<file path="config.mk">
export PLATFORM = sky130hd
export DESIGN_NAME = ctl_reg_reader_flat
export DESIGN_NICKNAME = d
export VERILOG_FILES = /design/src/rtl/ctl_reg_reader_if.sv /design/src/rtl/ctl_reg_reader.sv /design/src/flat_wrapper.sv
export SDC_FILE = /design/constraint.sdc
export NUM_CORES = 1
export LEC_CHECK = 0
export BUFFER_PORTS_ARGS = -buffer_cell sky130_fd_sc_hd__buf_4
export CELL_PAD_IN_SITES_DETAIL_PLACEMENT = 0
export CELL_PAD_IN_SITES_GLOBAL_PLACEMENT = 1
export CORE_AREA = 2 2 105 107
export DETAILED_ROUTE_END_ITERATION = 10
export DIE_AREA = 0 0 107 109
export GPL_TIMING_DRIVEN = 1
export PLACE_DENSITY = 0.84
export SETUP_SLACK_MARGIN = 0.1
export SYNTH_ARGS = -nofsm -noshare
export SYNTH_HDL_FRONTEND = slang
export SYNTH_SLANG_ARGS = --single-unit
</file>
<file path="constraint.sdc">
create_clock -name clk -period 2.4 [get_ports clk]
set_input_delay 0.24 -clock clk [delete_from_list [all_inputs] [get_ports clk]]
set_output_delay 0.24 -clock clk [all_outputs]
set_load 0.02 [all_outputs]
</file>
<file path="src/rtl/ctl_reg_reader_if.sv">
// Controller-page BRAM port B plus the settings-stream outputs of ctl_reg_reader.
// master = the reader, slave = the BRAM / settings-distribution side.
interface ctl_reg_reader_if;
  logic        bram_en;
  logic        bram_we;
  logic [7:0]  bram_addr;
  logic [15:0] bram_din;
  logic [15:0] bram_dout;
  logic        cfg_valid;
  logic [7:0]  cfg_addr;
  logic [15:0] cfg_data;
  logic [5:0]  update;

  modport master (
    output bram_en, bram_we, bram_addr, bram_din,
    output cfg_valid, cfg_addr, cfg_data, update,
    input  bram_dout
  );

  modport slave (
    input  bram_en, bram_we, bram_addr, bram_din,
    input  cfg_valid, cfg_addr, cfg_data, update,
    output bram_dout
  );
endinterface

</file>
<file path="src/rtl/ctl_reg_reader.sv">
// Polls the controller register page, streams newly flagged register groups and writes back state/version.
// Optional CTL_READER_ACK_EN: per-group ack toggle register reported in FPGA_STATE[15:8].
module ctl_reg_reader #(
  parameter int unsigned POLL_INTERVAL = 256,
  parameter int unsigned BRAM_LATENCY  = 2,
  parameter logic [7:0]  VERSION_MAJOR = 8'h90,
  parameter logic [7:0]  VERSION_MINOR = 8'h00
) (
  input  logic                    clk,
  input  logic                    rst_n,
  ctl_reg_reader_if.master        bus,
  input  logic [7:0]              fpga_state_in,
  output logic                    force_fan,
  output logic                    busy
);

  typedef enum logic [3:0] {
    INIT, INIT_MAJ, INIT_MIN, IDLE, RD_FLAG, WAIT_FLAG, WR_STATE, SCAN, DRAIN, STROBE
  } state_t;

  state_t      state;
  logic [15:0] poll_cnt;
  logic [1:0]  wait_cnt;
  logic [5:0]  prev_flag;
  logic [5:0]  pending;
  logic [2:0]  grp;
  logic [2:0]  next_grp;
  logic [7:0]  end_addr;
  logic        v1, v2;
  logic [7:0]  a1, a2;
  logic [7:0]  ack_byte;

`ifdef CTL_READER_ACK_EN
  logic [7:0] ack_q;
  assign ack_byte = ack_q;
`else
  assign ack_byte = 8'h00;
`endif

  function automatic logic [2:0] lowest_bit(input logic [5:0] p);
    logic [2:0] r;
    r = 3'd0;
    for (int i = 5; i >= 0; i--) begin
      if (p[i]) r = 3'(i);
    end
    return r;
  endfunction

  function automatic logic [7:0] grp_lo(input logic [2:0] g);
    case (g)
      3'd0:    return 8'h20;
      3'd1:    return 8'h50;
      3'd2:    return 8'h40;
      3'd3:    return 8'hE0;
      3'd4:    return 8'hF0;
      3'd5:    return 8'h10;
      default: return 8'h20;
    endcase
  endfunction

  function automatic logic [7:0] grp_hi(input logic [2:0] g);
    case (g)
      3'd0:    return 8'h30;
      3'd1:    return 8'h68;
      3'd2:    return 8'h44;
      3'd3:    return 8'hE1;
      3'd4:    return 8'hF7;
      3'd5:    return 8'h13;
      default: return 8'h30;
    endcase
  endfunction

  assign next_grp = lowest_bit(pending);

  // Each state's bus cycle is set up on the edge that enters it, so every port output is a flop.
  always_ff @(posedge clk or negedge rst_n) begin
    if (!rst_n) begin
      state         <= INIT;
      poll_cnt      <= '0;
      wait_cnt      <= '0;
      prev_flag     <= '0;
      pending       <= '0;
      grp           <= '0;
      end_addr      <= '0;
      force_fan     <= 1'b0;
      busy          <= 1'b0;
      bus.bram_en   <= 1'b0;
      bus.bram_we   <= 1'b0;
      bus.bram_addr <= '0;
      bus.bram_din  <= '0;
      bus.update    <= '0;
`ifdef CTL_READER_ACK_EN
      ack_q         <= '0;
`endif
    end else begin
      bus.update <= '0;
      case (state)
        INIT: begin
          bus.bram_en   <= 1'b1;
          bus.bram_we   <= 1'b1;
          bus.bram_addr <= 8'h02;
          bus.bram_din  <= {8'h00, VERSION_MAJOR};
          busy          <= 1'b1;
          state         <= INIT_MAJ;
        end
        INIT_MAJ: begin
          bus.bram_addr <= 8'h03;
          bus.bram_din  <= {8'h00, VERSION_MINOR};
          state         <= INIT_MIN;
        end
        INIT_MIN: begin
          bus.bram_en   <= 1'b0;
          bus.bram_we   <= 1'b0;
          bus.bram_addr <= '0;
          bus.bram_din  <= '0;
          busy          <= 1'b0;
          state         <= IDLE;
        end
        IDLE: begin
          if (poll_cnt == 16'(POLL_INTERVAL - 1)) begin
            poll_cnt      <= '0;
            bus.bram_en   <= 1'b1;
            bus.bram_addr <= 8'h00;
            busy          <= 1'b1;
            state         <= RD_FLAG;
          end else begin
            poll_cnt <= poll_cnt + 16'd1;
          end
        end
        RD_FLAG: begin
          bus.bram_en <= 1'b0;
          wait_cnt    <= '0;
          state       <= WAIT_FLAG;
        end
        WAIT_FLAG: begin
          if (wait_cnt == 2'(BRAM_LATENCY - 1)) begin
            pending       <= bus.bram_dout[5:0] & ~prev_flag;
            prev_flag     <= bus.bram_dout[5:0];
            force_fan     <= bus.bram_dout[13];
            bus.bram_en   <= 1'b1;
            bus.bram_we   <= 1'b1;
            bus.bram_addr <= 8'h01;
            bus.bram_din  <= {ack_byte, fpga_state_in};
            state         <= WR_STATE;
          end else begin
            wait_cnt <= wait_cnt + 2'd1;
          end
        end
        WR_STATE: begin
          bus.bram_we  <= 1'b0;
          bus.bram_din <= '0;
          if (pending != '0) begin
            grp           <= next_grp;
            bus.bram_addr <= grp_lo(next_grp);
            end_addr      <= grp_hi(next_grp);
            state         <= SCAN;
          end else begin
            bus.bram_en   <= 1'b0;
            bus.bram_addr <= '0;
            busy          <= 1'b0;
            state         <= IDLE;
          end
        end
        SCAN: begin
          if (bus.bram_addr == end_addr) begin
            bus.bram_en <= 1'b0;
            wait_cnt    <= '0;
            state       <= DRAIN;
          end else begin
            bus.bram_addr <= bus.bram_addr + 8'd1;
          end
        end
        DRAIN: begin
          // Hold the strobe until the last word of the group has left the read pipeline.
          if (wait_cnt == 2'(BRAM_LATENCY - 1)) begin
            bus.update[grp] <= 1'b1;
            pending[grp]    <= 1'b0;
`ifdef CTL_READER_ACK_EN
            ack_q[grp]      <= ~ack_q[grp];
`endif
            state           <= STROBE;
          end else begin
            wait_cnt <= wait_cnt + 2'd1;
          end
        end
        STROBE: begin
          if (pending != '0) begin
            grp           <= next_grp;
            bus.bram_en   <= 1'b1;
            bus.bram_addr <= grp_lo(next_grp);
            end_addr      <= grp_hi(next_grp);
            state         <= SCAN;
          end else begin
            bus.bram_addr <= '0;
            busy          <= 1'b0;
            state         <= IDLE;
          end
        end
        default: state <= INIT;
      endcase
    end
  end

  // Scan reads ride a delay line so their address lines up with the BRAM data.
  always_ff @(posedge clk or negedge rst_n) begin
    if (!rst_n) begin
      v1 <= 1'b0;
      v2 <= 1'b0;
      a1 <= '0;
      a2 <= '0;
    end else begin
      v1 <= (state == SCAN);
      a1 <= bus.bram_addr;
      v2 <= v1;
      a2 <= a1;
    end
  end

  assign bus.cfg_valid = (BRAM_LATENCY == 1) ? v1 : v2;
  assign bus.cfg_addr  = (BRAM_LATENCY == 1) ? a1 : a2;
  assign bus.cfg_data  = bus.cfg_valid ? bus.bram_dout : 16'h0000;

endmodule
</file>
<file path="src/flat_wrapper.sv">
// flat-port wrapper written by rule: the top's interface ports become plain ports
module ctl_reg_reader_flat 
#(
  parameter int unsigned POLL_INTERVAL = 256,
  parameter int unsigned BRAM_LATENCY  = 2,
  parameter logic [7:0]  VERSION_MAJOR = 8'h90,
  parameter logic [7:0]  VERSION_MINOR = 8'h00
)
  (clk, rst_n, fpga_state_in, force_fan, busy, bus_bram_en, bus_bram_we, bus_bram_addr, bus_bram_din, bus_cfg_valid, bus_cfg_addr, bus_cfg_data, bus_update, bus_bram_dout);
  ctl_reg_reader_if bus_i ();
  input  logic clk;
  input  logic rst_n;
  input  logic [7:0] fpga_state_in;
  output logic force_fan;
  output logic busy;
  output wire logic [$bits(bus_i.bram_en)-1:0] bus_bram_en;
  output wire logic [$bits(bus_i.bram_we)-1:0] bus_bram_we;
  output wire logic [$bits(bus_i.bram_addr)-1:0] bus_bram_addr;
  output wire logic [$bits(bus_i.bram_din)-1:0] bus_bram_din;
  output wire logic [$bits(bus_i.cfg_valid)-1:0] bus_cfg_valid;
  output wire logic [$bits(bus_i.cfg_addr)-1:0] bus_cfg_addr;
  output wire logic [$bits(bus_i.cfg_data)-1:0] bus_cfg_data;
  output wire logic [$bits(bus_i.update)-1:0] bus_update;
  input wire logic [$bits(bus_i.bram_dout)-1:0] bus_bram_dout;
  assign bus_bram_en = bus_i.bram_en;
  assign bus_bram_we = bus_i.bram_we;
  assign bus_bram_addr = bus_i.bram_addr;
  assign bus_bram_din = bus_i.bram_din;
  assign bus_cfg_valid = bus_i.cfg_valid;
  assign bus_cfg_addr = bus_i.cfg_addr;
  assign bus_cfg_data = bus_i.cfg_data;
  assign bus_update = bus_i.update;
  assign bus_i.bram_dout = bus_bram_dout;
  ctl_reg_reader #(.POLL_INTERVAL(POLL_INTERVAL), .BRAM_LATENCY(BRAM_LATENCY), .VERSION_MAJOR(VERSION_MAJOR), .VERSION_MINOR(VERSION_MINOR)) u_core (.clk(clk), .rst_n(rst_n), .bus(bus_i), .fpga_state_in(fpga_state_in), .force_fan(force_fan), .busy(busy));
endmodule
</file>
==> metrics <==
reg-to-reg startpoint=u_core.poll_cnt[9]; Worst R2R End=u_core.bus.bram_addr[0]; Cell Int Power=2.03 mW; Worst setup SP type=flop; RSZ-0062 raised after global routing=false; Clk network pwr share=39.5%; via count=3486; Worst Skew=0.0127 ns; Pwr Density=495 nW/um^2; FF+latch count, synth=89; total wire length=9670 um; synthesized area per cell=9.79 sq um; Finished Layout Cells=662; total track usage=17.9%; r2r worst-path depth=5; fraction of registers with async set/reset=100%; Die ar.=11700 sq um; min Tclk post-route=2.20 ns; final worst-path cycle share=91.6%; Fin. Hold Viols=0; placed cells=645; top_reg_cell synth=dfrtp_1; Max Cap Viol=0; Ports=85; Worst Hold Launch=bus_bram_dout[13]; post-synthesis cell type count=61; Hold Crit Depth=3; setup TNS=0 ns; Top delay family on crit path=simple AND/OR/NAND/NOR gates; number of global-route vias before repair=3362; post-synthesis cell count=439; Slew HR=51.6%; CP peak stage delay=0.59 ns; Critical Path RT=2.66 ns; CP Capture Type=flop; Worst Hold Class=in -> reg; met1 WL=4330 um; peak supply drop=0.204 mV; met2 wire len=4700 um; antenna violations before repair=0; YS warnings=0; CTS H-tree depth=3; CTS Buf Count=9; GP Congestion=0.884; Hold Path End=u_core.force_fan; Max clock buf depth=2; worst-path cell chain=or4_4 -> nor4_4 -> o21ai_2 -> a21oi_4 -> mux2_4; Worst-Margin Slew=0.725 ns; CORE AREA=10600 sq um; CP max stage cell=or4_4; Post-synth EDFFs=0; Slew Viols, Final=0; Netlist Area Pre-Place=4300 sq um; Leakage=2.49 nW; layout cells sized above 1=23.0%; status=completed; pin count of the biggest net entering global routing=57; CP max FO=7; Gate power share=3.0%; Pre-antenna DRT Iters=4; critical path arrival=2.45 ns; post-detailed-route count of antenna-violating nets=0; Reg power frac=57.5%; Starting Density=40.5%; crit path buf inv count=0; Reg2Reg Setup Slack=0.20 ns; die width=107 um; P_sw=0.571 mW; DR top layer=met4; area grow syn2layout=22.4%; CTS tree=yes; DRC Markers=0; wire length of the first global-routing pass=16400 um; ant diodes=0; height of the die=109 um; metal3 WL=522 um; number of buffers added on ports=76; final net count=546; Row Count=38; routed len/inst=14.6 um; Sw Share=21.9%; f_max=455 MHz; Via density=5.27; sequential fraction of the synthesis area=51.8%; Clock Sinks=89; clock transition at the registers of the reported paths=0.09 ns; Post-DP HPWL=6940 um; crit path kind=reg -> reg; Initial DRC Count=187; CTS root buffer=clkbuf_8; Setup violations, final=0; clock insertion delay at the later pin of the skew report=0.36 ns; total gr overflow=0
==> cells in the mapped netlist, drive strengths merged (9+ instances only) <==
master,count,area share [%]
a21oi,20,2.6
and2,17,2.5
buf,15,2.2
clkbuf,15,1.3
dfrtp,89,52
inv,17,1.5
nand2,49,4.3
nand2b,11,1.7
nand3,17,2.0
nor2,31,2.7
nor3,12,1.4
o21ai,33,3.9
xnor2,10,2.0
xor2,9,1.8
==> stage by stage <==
step	total power, mW	util, %	setup slack [ns]	hold slack, ns	cell area (sq um)
2_1_floorplan	1.55	-	0.407	-0.0556	4320
3_3_place_gp	1.61	47.6	0.267	0.332	5050
3_5_place_dp	1.61	47.6	0.225	0.336	5050
4_1_cts	2.64	49.6	0.207	0.0590	5250
5_1_grt	2.72	49.6	0.104	0.0726	5260
6_report	2.61	49.6	0.202	0.0721	5260
==> how the worst max path moves through the flow <==
stage	end	cells after the start	slack [ns]	from
floorplan	u_core.bus.bram_addr[0]	5	0.41	u_core.poll_cnt[9]
global placement	u_core.bus.bram_addr[0]	5	0.27	u_core.poll_cnt[9]
detailed placement	u_core.bus.bram_addr[0]	5	0.22	u_core.poll_cnt[9]
CTS	u_core.bus.bram_addr[0]	5	0.21	u_core.poll_cnt[9]
global route	u_core.bus.bram_addr[0]	5	0.10	u_core.poll_cnt[9]
finish	u_core.bus.bram_addr[0]	5	0.20	u_core.poll_cnt[9]
==> kinds of logic (layout without fill, tap and decap cells) <==
| kind of cell | count (synthesis) | after routing | share of synthesized area (%) |
|---|---|---|---|
| multiplexers | 2 | 2 | 0.582 |
| adder cells (fa/ha/maj) | 3 | 3 | 0.873 |
| buffers and inverters | 47 | 123 | 4.98 |
| AND/OR/NAND/NOR | 176 | 176 | 21.9 |
| AO/OA/AOI/OAI | 102 | 102 | 15.9 |
| flip-flops | 89 | 89 | 51.8 |
| other | 1 | 8 | 0.0873 |
| XOR/XNOR | 19 | 19 | 3.87 |
==> worst register-to-register path, cell delays in order (launching register included) <==
cell	delay (ns)
dfrtp_1	0.45
or4_4	0.59
nor4_4	0.31
o21ai_2	0.16
a21oi_4	0.25
mux2_4	0.32
==> flip-flops by register name, indices dropped and copies added, names as in the netlist, 2 cells and up <==
name / flops
u_core.wait_cnt: 2
u_core.prev_flag: 6
u_core.bus.cfg_addr: 8
u_core.end_addr: 8
u_core.poll_cnt: 16
u_core.bus.update: 6
u_core.grp: 3
u_core.bus.bram_din: 8
u_core.pending: 6
u_core.a1: 8
u_core.bus.bram_addr: 8
u_core.state: 4
==> placed cells by master (no fill, tap or decap), types with 11 or more instances in the layout <==
master,n
a21oi_1,19
and2_1,17
buf_4,87
dfrtp_1,89
inv_1,17
nand2_1,49
nand3_1,17
nor2_1,31
nor3_1,11
o21ai_0,29
==> per-layer routing <==
layer / global-route usage (%) / vias up
met2: 28.9 / 96
met1: 23.8 / 1694
li1: - / 1684
met3: 3.95 / 12
met5: 0 / -
met4: 6.22 / 0
==> power groups by stage <==
stage	Combinational (mW)	Clock (mW)	Sequential (mW)
after floorplan	0.0211	0	1.53
after global placement	0.0777	0	1.53
after detailed placement	0.0791	0	1.53
after CTS	0.0806	1.06	1.50
after global routing	0.0876	1.14	1.50
final	0.0779	1.03	1.50
==> area by class of cell <==
| cell class | instances | area, sq um |
|---|---|---|
| inverters | 17 | 63.8 |
| clock buffers | 11 | 141 |
| fillers | 1010 | 5340 |
| flip-flops and latches | 89 | 2230 |
| multi-input cells | 310 | 1890 |
| clock inverters | 5 | 55.1 |
| repair buffers | 90 | 703 |
| well taps | 140 | 175 |
==> repair_timing <==
action	CTS	global route
hold endpoints to repair	55	0
gates resized for setup	0	1
hold buffers	1	0
setup endpoints to repair	0	4
buffers inserted	0	0
(Power assumes the default switching activity.)
